<file path="config.mk">
export PLATFORM = sky130hd
export DESIGN_NAME = ifetch_ctrl_flat
export DESIGN_NICKNAME = d
export VERILOG_FILES = /design/src/rtl/ifetch_ctrl_if.sv /design/src/rtl/ifetch_ctrl.sv /design/src/flat_wrapper.sv
export SDC_FILE = /design/constraint.sdc
export NUM_CORES = 1
export LEC_CHECK = 0
export ABC_CLOCK_PERIOD_IN_PS = 8039
export CORE_MARGIN = 2
export CORE_UTILIZATION = 46
export CTS_CLUSTER_SIZE = 25
export DETAILED_ROUTE_END_ITERATION = 6
export GPL_TIMING_DRIVEN = 0
export MAX_ROUTING_LAYER = met4
export PLACE_DENSITY = 0.78
export SLEW_MARGIN = 10
export SYNTH_ARGS = -nofsm -noshare
export SYNTH_HDL_FRONTEND = slang
export SYNTH_SLANG_ARGS = --single-unit
</file>
<file path="constraint.sdc">
create_clock -name clk -period 8.04 [get_ports clk]
set_input_delay 1.608 -clock clk [delete_from_list [all_inputs] [get_ports clk]]
set_output_delay 1.608 -clock clk [all_outputs]
set_load 0.03 [all_outputs]
</file>
<file path="src/rtl/ifetch_ctrl_if.sv">
// Fetch-side bus bundle: instruction ROM port, decode handshake and redirect.
// master = fetch sequencer, slave = the ROM/decode/branch environment.
interface ifetch_ctrl_if;
  logic [31:0] mem_addr;
  logic [31:0] mem_rdata;
  logic        out_valid;
  logic        out_ready;
  logic [31:0] out_pc;
  logic [31:0] out_instr;
  logic        redirect_valid;
  logic [31:0] redirect_pc;

  modport master (
    output mem_addr, out_valid, out_pc, out_instr,
    input  mem_rdata, out_ready, redirect_valid, redirect_pc
  );

  modport slave (
    input  mem_addr, out_valid, out_pc, out_instr,
    output mem_rdata, out_ready, redirect_valid, redirect_pc
  );
endinterface

</file>
<file path="src/rtl/ifetch_ctrl.sv">
// miniRV fetch sequencer: owns fetch_pc, reads the combinational ROM, buffers
// {pc, instr} pairs in a DEPTH-entry prefetch FIFO toward decode, and handles
// redirects, halts and out-of-range fetch faults.
// Optional perf counters are built only when IFETCH_PERF_EN is defined.
module ifetch_ctrl #(
  parameter logic [31:0] RESET_PC   = 32'h0000_0000,
  parameter logic [31:0] IMEM_BYTES = 32'h0400_0000,
  parameter int          DEPTH      = 2
) (
  input  logic        clk,
  input  logic        rst_n,
  ifetch_ctrl_if.master bus,
  input  logic        halt_req,
  output logic        halted,
  output logic        fetch_fault,
  output logic [31:0] perf_fetched,
  output logic [31:0] perf_stall
);

  localparam int PW = $clog2(DEPTH);
  localparam int CW = $clog2(DEPTH + 1);
  localparam logic [CW-1:0] DEPTH_C = CW'(DEPTH);

  typedef enum logic [1:0] {BOOT, RUN, HALTED} state_t;

  typedef struct packed {
    logic [31:0] pc;
    logic [31:0] instr;
  } entry_t;

  state_t        state;
  logic [31:0]   fetch_pc;
  logic [CW-1:0] count, count_next;
  logic [PW-1:0] head, tail;
  entry_t        fifo_q [DEPTH];

  logic        valid, pop, space, fetch_ok, in_range, push, fault_set;
  logic [31:0] target;

  assign valid  = (count != '0);
  assign target = bus.redirect_pc & ~32'h3;

  // Push/pop decisions; a redirect voids both and empties the FIFO.
  always_comb begin
    pop        = valid && bus.out_ready && !bus.redirect_valid;
    space      = (count < DEPTH_C) || pop;
    fetch_ok   = (state == RUN) && !halt_req && !fetch_fault && !bus.redirect_valid;
    in_range   = (fetch_pc < IMEM_BYTES);
    push       = fetch_ok && space && in_range;
    fault_set  = fetch_ok && space && !in_range;
    count_next = count;
    if (bus.redirect_valid) count_next = '0;
    else if (push && !pop)  count_next = count + CW'(1);
    else if (!push && pop)  count_next = count - CW'(1);
  end

  // Control FSM, fetch PC, FIFO pointers and status flags.
  always_ff @(posedge clk) begin
    if (!rst_n) begin
      state       <= BOOT;
      halted      <= 1'b0;
      fetch_pc    <= RESET_PC & ~32'h3;
      count       <= '0;
      head        <= '0;
      tail        <= '0;
      fetch_fault <= 1'b0;
    end else begin
      case (state)
        BOOT: begin
          state  <= RUN;
          halted <= 1'b0;
        end
        RUN: begin
          if (halt_req && count_next == '0) begin
            state  <= HALTED;
            halted <= 1'b1;
          end
        end
        HALTED: begin
          // A redirect while halted only retargets; resume waits for halt_req=0.
          if (!bus.redirect_valid && !halt_req) begin
            state  <= RUN;
            halted <= 1'b0;
          end
        end
        default: begin
          state  <= BOOT;
          halted <= 1'b0;
        end
      endcase

      count <= count_next;
      if (bus.redirect_valid) begin
        head        <= '0;
        tail        <= '0;
        fetch_pc    <= target;
        fetch_fault <= 1'b0;
      end else begin
        if (push) begin
          tail     <= tail + 1'b1;
          fetch_pc <= fetch_pc + 32'd4;
        end
        if (pop)       head        <= head + 1'b1;
        if (fault_set) fetch_fault <= 1'b1;
      end
    end
  end

  // FIFO storage; contents are meaningless while count is zero, so no reset.
  always_ff @(posedge clk) begin
    if (push) fifo_q[tail] <= '{pc: fetch_pc, instr: bus.mem_rdata};
  end

  assign bus.mem_addr  = fetch_pc;
  assign bus.out_valid = valid;
  assign bus.out_pc    = fifo_q[head].pc;
  assign bus.out_instr = fifo_q[head].instr;

`ifdef IFETCH_PERF_EN
  logic stall;
  // A stall is a RUN cycle that would have fetched but for a full FIFO.
  assign stall = fetch_ok && !space && in_range;

  // Free-running perf counters, cleared only by reset.
  always_ff @(posedge clk) begin
    if (!rst_n) begin
      perf_fetched <= '0;
      perf_stall   <= '0;
    end else begin
      if (push)  perf_fetched <= perf_fetched + 32'd1;
      if (stall) perf_stall   <= perf_stall + 32'd1;
    end
  end
`else
  assign perf_fetched = 32'h0;
  assign perf_stall   = 32'h0;
`endif

endmodule

</file>
<file path="src/flat_wrapper.sv">
// flat-port wrapper written by rule: the top's interface ports become plain ports
module ifetch_ctrl_flat 
#(
  parameter logic [31:0] RESET_PC   = 32'h0000_0000,
  parameter logic [31:0] IMEM_BYTES = 32'h0400_0000,
  parameter int          DEPTH      = 2
)
  (clk, rst_n, halt_req, halted, fetch_fault, perf_fetched, perf_stall, bus_mem_addr, bus_out_valid, bus_out_pc, bus_out_instr, bus_mem_rdata, bus_out_ready, bus_redirect_valid, bus_redirect_pc);
  ifetch_ctrl_if bus_i ();
  input  logic clk;
  input  logic rst_n;
  input  logic halt_req;
  output logic halted;
  output logic fetch_fault;
  output logic [31:0] perf_fetched;
  output logic [31:0] perf_stall;
  output wire logic [$bits(bus_i.mem_addr)-1:0] bus_mem_addr;
  output wire logic [$bits(bus_i.out_valid)-1:0] bus_out_valid;
  output wire logic [$bits(bus_i.out_pc)-1:0] bus_out_pc;
  output wire logic [$bits(bus_i.out_instr)-1:0] bus_out_instr;
  input wire logic [$bits(bus_i.mem_rdata)-1:0] bus_mem_rdata;
  input wire logic [$bits(bus_i.out_ready)-1:0] bus_out_ready;
  input wire logic [$bits(bus_i.redirect_valid)-1:0] bus_redirect_valid;
  input wire logic [$bits(bus_i.redirect_pc)-1:0] bus_redirect_pc;
  assign bus_mem_addr = bus_i.mem_addr;
  assign bus_out_valid = bus_i.out_valid;
  assign bus_out_pc = bus_i.out_pc;
  assign bus_out_instr = bus_i.out_instr;
  assign bus_i.mem_rdata = bus_mem_rdata;
  assign bus_i.out_ready = bus_out_ready;
  assign bus_i.redirect_valid = bus_redirect_valid;
  assign bus_i.redirect_pc = bus_redirect_pc;
  ifetch_ctrl #(.RESET_PC(RESET_PC), .IMEM_BYTES(IMEM_BYTES), .DEPTH(DEPTH)) u_core (.clk(clk), .rst_n(rst_n), .bus(bus_i), .halt_req(halt_req), .halted(halted), .fetch_fault(fetch_fault), .perf_fetched(perf_fetched), .perf_stall(perf_stall));
endmodule
</file>
* Word level (Yosys, flattened, before mapping)
Memories as Yosys holds them, arrays and structs flattened. A register that Yosys moved wholly into a read port is not among the register bits.
Index checks and enable logic that the tools add are counted.
** Operators by class
- $add $sub $neg :: 5
- Bitwise gates (word level) :: 1
- Eq/ne operators :: 4
- Reduce and logical (&&, ||, !) cells :: 25
- Multiplexer cells :: 15
- $lt $le $gt $ge :: 2
** Operator list (number)
- 32-bit two-way mux :: 2
- 32-bit by 3-bit adder with 32-bit output (second input constant) :: 1
- 32-bit by 27-bit less-than comparator with 1-bit output (second input constant) :: 1
- 1-bit logical AND :: 12
- 2-bit two-way mux :: 5
- 1-bit zero test :: 6
- 1-bit two-way mux :: 6
- 2-bit case mux with 3 select lines :: 1
- 2-bit zero test :: 2
- 2-bit nonzero test :: 2
- 1-bit adder (second input constant) :: 2
- 2-bit by 1-bit adder with 2-bit output (second input constant) :: 1
- 2-bit by 1-bit equality test with 1-bit output (second input constant) :: 1
- 2-bit equality test (second input constant) :: 1
- 2-bit less-than comparator (second input constant) :: 1
- 2-bit by 1-bit != test with 1-bit output (second input constant) :: 1
- 2-bit != test (second input constant) :: 1
- 1-bit case mux with 2 select lines :: 1
- 2-bit AND reduction :: 1
- 2-bit OR reduction :: 1
- 2-bit by 1-bit subtractor with 2-bit output (second input constant) :: 1
- 1-bit logical OR :: 1
- 1-bit NOT :: 1
** Storage, ports and cells
- Word-level logic and storage cells :: 61
- Input port bits :: 69
- Register bits after elaboration :: 40
- RAM bits :: 128
- Memories :: 1
- Output and inout port bits :: 163
** Memory list
- u_core.fifo_q :: words 2, bits a word 64, rd ports 1, clocked after Yosys merged registers in 1, wr ports 1, RTL line ifetch_ctrl.sv:35 : entry_t fifo_q [DEPTH];

* Depth between registers and ports, before layout
- Word-level depth :: 15
- Depth in mapped cells :: 9
- Gate-level depth less buffers :: 7

* Worst setup path before layout
No wires, ideal clock.
- Path kind :: input to register
- Start :: in bus_redirect_valid
- End :: mem u_core.fifo_q[0][0] in the netlist's numbering, enable pin
- Arrival :: 6786 ps
- Cell stages on the path :: 6
- Path slack :: 696 ps
- Cells stage by stage :: clkbuf_1 nor2_1 nand4_1 clkbuf_1 clkbuf_1 nor3_1
** Between the ends
- Longest elaborated chain between the ends :: 7
** Ends and longest elaborated chain
- start, declared :: RTL line flat_wrapper.sv:23 : input wire logic [$bits(bus_i.redirect_valid)-1:0] bus_redirect_valid;
- 1-bit zero test (*) :: RTL line ifetch_ctrl.sv:45, ifetch_ctrl.sv:47
- 1-bit logical AND :: RTL line ifetch_ctrl.sv:45 : pop = valid && bus.out_ready && !bus.redirect_valid;
- 1-bit logical OR :: RTL line ifetch_ctrl.sv:46 : space = (count < DEPTH_C) || pop;
- 1-bit logical AND (*) (2 in series) :: RTL line ifetch_ctrl.sv:49 : push = fetch_ok && space && in_range;
- 1-bit two-way mux (*) :: RTL line ifetch_ctrl.sv:111 : if (push) fifo_q[tail] <= '{pc: fetch_pc, instr: bus.mem_rdata};
- 1-bit two-way mux (implied by the code) (*) :: RTL line ifetch_ctrl.sv:111
- end, declared :: RTL line ifetch_ctrl.sv:35
Every way passes the cells marked *; elsewhere a longest branch is shown, timed or not.

* Final worst setup path
- Start :: in bus_out_ready
- End :: mem u_core.fifo_q[0][0] in the netlist's numbering, enable pin
** Between the ends
- Longest elaborated chain between the ends :: 7
** Ends and longest elaborated chain
- start, declared :: RTL line flat_wrapper.sv:22 : input wire logic [$bits(bus_i.out_ready)-1:0] bus_out_ready;
- 1-bit logical AND (2 in series) :: RTL line ifetch_ctrl.sv:45
- 1-bit logical OR :: RTL line ifetch_ctrl.sv:46
- 1-bit logical AND (2 in series) :: RTL line ifetch_ctrl.sv:49
- 1-bit two-way mux :: RTL line ifetch_ctrl.sv:111
- 1-bit two-way mux (implied by the code) :: RTL line ifetch_ctrl.sv:111
Every way passes these cells.

==> metrics.txt <==
net load switching power=around 470 uW; sequential share of the synthesized area=0.637; DP Area=roughly 9000 um^2; Rel. slew slack=0.404; post-route clock period utilization=0.569; IO Port Bufs=~160; post-synth top area share=0.526; Clock Pin Slew Worst Setup and Hold Paths=approximately 0.06 ns; Final setup viols=0; clock buffer depth=2; worst r2r dst=u_core.fifo_q[0][0]; switching share of total power=0.236; CTS tree=built; cts bufs inserted=17; area grow syn2layout=39.1%; Total Routing Usage GR=0.202; post-synthesis instance total=~520; vias in the first global route=4955; combinational fraction of design power=0.112; Hold EP=u_core.fifo_q[1][57]; met3 WL=approximately 1200 um; Final Util=0.652; Post-synth EDFFs=124; fraction of layout cells with a size suffix above 1=0.219; fin nets=842; Clock Skews=around 0.0067 ns; #FFs+latches synth=approximately 160; max-cap violations=0; H-tree Lvls=4; first-pass GRT wire length=24800 um; Final Max Tran Viols=0; fin area=around 9800 um^2; Top Metal Used=met4; P_int=approximately 1.5 mW; Post-Syn Area=just over 7000 um^2; clk_lat worst skew=around 0.42 ns; fin crit period=4.57 ns; via count=4956; DRC Markers=0; Max Clk Rate=roughly 0.22 GHz; footprint of the multi-input gates=around 2200 um^2; RD Place Congestion=roughly 0.84; cells taking the most area after synthesis=edfxtp_1, dfxtp_1, mux2_2, buf_4, o21ai_0; Flop pwr share=0.478; ys async rst share=0; worst r2r src=u_core.count[1]; worst setup path category=in2reg; routed wl met2=~7800 um; total power=roughly 2 mW; Synth Warn #=0; Routed Antenna Nets=0; pin count of the biggest net entering global routing=45; # hold bufs at CTS=0; PwrDens=between 200 and 250 nW/um^2; Worst Reg2Reg Path Length in Cells=11; aggregate global routing overflow=0; R2R setup slack=between 4 and 5 ns; Clock power frac=0.411; most instantiated library cell after synthesis=edfxtp_1; die span in x=between 100 and 150 um; Setup Buffers After CTS=0; post-synth top area cell=edfxtp_1; Core ar.=about 15000 um^2; DIE AREA=about 16000 um^2; Rows=45; result of the run=complete, no violations; CP startpoint kind=input port; Synth cell types=51; worst-path maximum fanout=11; actual slew at the worst max-slew pin=around 0.9 ns; die height=between 100 and 150 um; peak supply drop=around 0.15 mV; list of most frequent post-synthesis cells=edfxtp_1, buf_4, mux2_2; initial antenna violation count=0; initial DRC count=between 300 and 400; IO Count=~230; hold depth=0; most common flop cell mapped by yosys=edfxtp_1; hold path start=u_core.bus.mem_addr[25]; Routed met1 length=roughly 7000 um; drt first pass iters=6; post-detail-place hpwl=11800 um; CP endpoint kind=register; post-route setup slack=roughly 3.5 ns; Final Hold Fails=0; drt wl/cell=16.8 um; Hold Crit Class=reg2reg; post-CTS resize count=0; vias per cell=about 5.1; leak pwr=around 3.6 nW; Ant. Diodes=0; Root Driver=clkbuf_16; Arr. time, crit path=4.71 ns; Fillers=1119; Clock Sinks=around 160; pre-CTS setup slack=3.01 ns; RSZ-0062 raised after global routing=no; Starting Density=0.469; final setup TNS=0 ns; detailed-route wire length=~16000 um; CP required=around 8.2 ns; syn avg cell area=13.6 um^2; FF+latch area=about 4500 um^2
-- metrics by stage --
step | std cells | hold WS [ns]
5_1_grt | 972 | 0.524
4_1_cts | 972 | 0.511
3_5_place_dp | 940 | 0.496
2_1_floorplan | 586 | 0.481
3_3_place_gp | 933 | 0.481
6_report | 972 | 0.516
-- worst max-delay path: stages --
cell	delay [ns]
clkdlybuf4s50_1	0.48
nor2b_1	0.37
a21oi_1	0.16
clkbuf_1	0.24
clkbuf_1	0.30
nor3_2	0.73
buf_6	0.27
buf_4	0.22
buf_6	0.16
buf_6	0.15
-- area by class of cell --
type / count / share of cell area
clock inverters: 14 / 0.0165
well taps: 188 / 0.0239
repair buffers: 166 / 0.171
multi-input cells: 321 / 0.223
clock buffers: 18 / 0.0436
flip-flops and latches: 163 / 0.458
plain buffers: 91 / 0.0608
inverters: 11 / 0.00420
-- cell families after synthesis --
kind of cell / after synthesis / synth area share
XOR/XNOR: 7 / 0.00867
flip-flops: 163 / 0.637
adder cells (fa/ha/maj): 2 / 0.00354
buffers and inverters: 102 / 0.0904
AND/OR/NAND/NOR: 99 / 0.0791
multiplexers: 69 / 0.109
AO/OA/AOI/OAI: 76 / 0.0725
other: 1 / 0.000530
-- routing by layer --
metal  global-route usage  up-vias
li1                     -     2312
met4                0.101        0
met2                0.328      270
met1                0.233     2330
met5                    -        -
met3               0.0534       44
-- sequential cells by signal, summed over array words and instances, names as in the netlist, named ones only --
name,flops
u_core.bus.mem_addr,30
u_core.count,2
u_core.fetch_fault,1
u_core.fifo_q,124
u_core.halted,1
u_core.head,1
u_core.state,2
u_core.tail,1
-- placed cells by master (no fill, tap or decap), types with 3 or more instances in the layout --
| cell | count |
|---|---|
| nor2_1 | 11 |
| buf_6 | 4 |
| o21ai_0 | 18 |
| a21boi_0 | 11 |
| a32oi_1 | 4 |
| nand4_1 | 5 |
| dfxtp_1 | 39 |
| o21a_1 | 3 |
| and3_1 | 5 |
| clkinv_4 | 3 |
| clkinv_1 | 3 |
| a21oi_1 | 15 |
| inv_1 | 10 |
| clkbuf_1 | 23 |
| edfxtp_1 | 124 |
| o41ai_1 | 3 |
| bufinv_16 | 3 |
| clkdlybuf4s50_1 | 159 |
| clkinv_2 | 3 |
| clkbuf_16 | 17 |
| conb_1 | 68 |
| nor4_1 | 8 |
| mux2i_1 | 7 |
| or3_1 | 3 |
| o31a_1 | 3 |
| nand2_1 | 21 |
| xnor2_1 | 7 |
| mux2_2 | 62 |
| and4_1 | 5 |
| nor3_1 | 9 |
| nor2b_1 | 9 |
| nand3_1 | 9 |
| buf_4 | 70 |
-- power groups by stage --
stage                     registers, mW  clock network [mW]  logic, mW
final                             0.942               0.811      0.220
after floorplan                   0.973                   0      0.120
after global placement            0.960                   0      0.213
after global routing              0.944               0.854      0.232
after CTS                         0.942               0.824      0.219
after detailed placement          0.960                   0      0.218
-- worst max-delay path by stage --
| stage | start | endpoint | slack, ns | cells past startpoint |
|---|---|---|---|---|
| after CTS | bus_out_ready | u_core.fifo_q[0][22] | 3.46 | 10 |
| after global placement | bus_out_ready | u_core.fifo_q[0][8] | -2.21 | 6 |
| final | bus_out_ready | u_core.fifo_q[0][0] | 3.47 | 10 |
| after floorplan | bus_redirect_valid | u_core.fifo_q[0][0] | 0.70 | 6 |
| after global routing | bus_out_ready | u_core.fifo_q[0][22] | 3.24 | 10 |
| after detailed placement | bus_out_ready | u_core.fifo_q[0][3] | 3.01 | 10 |
Power figures use the tool's default switching activity.
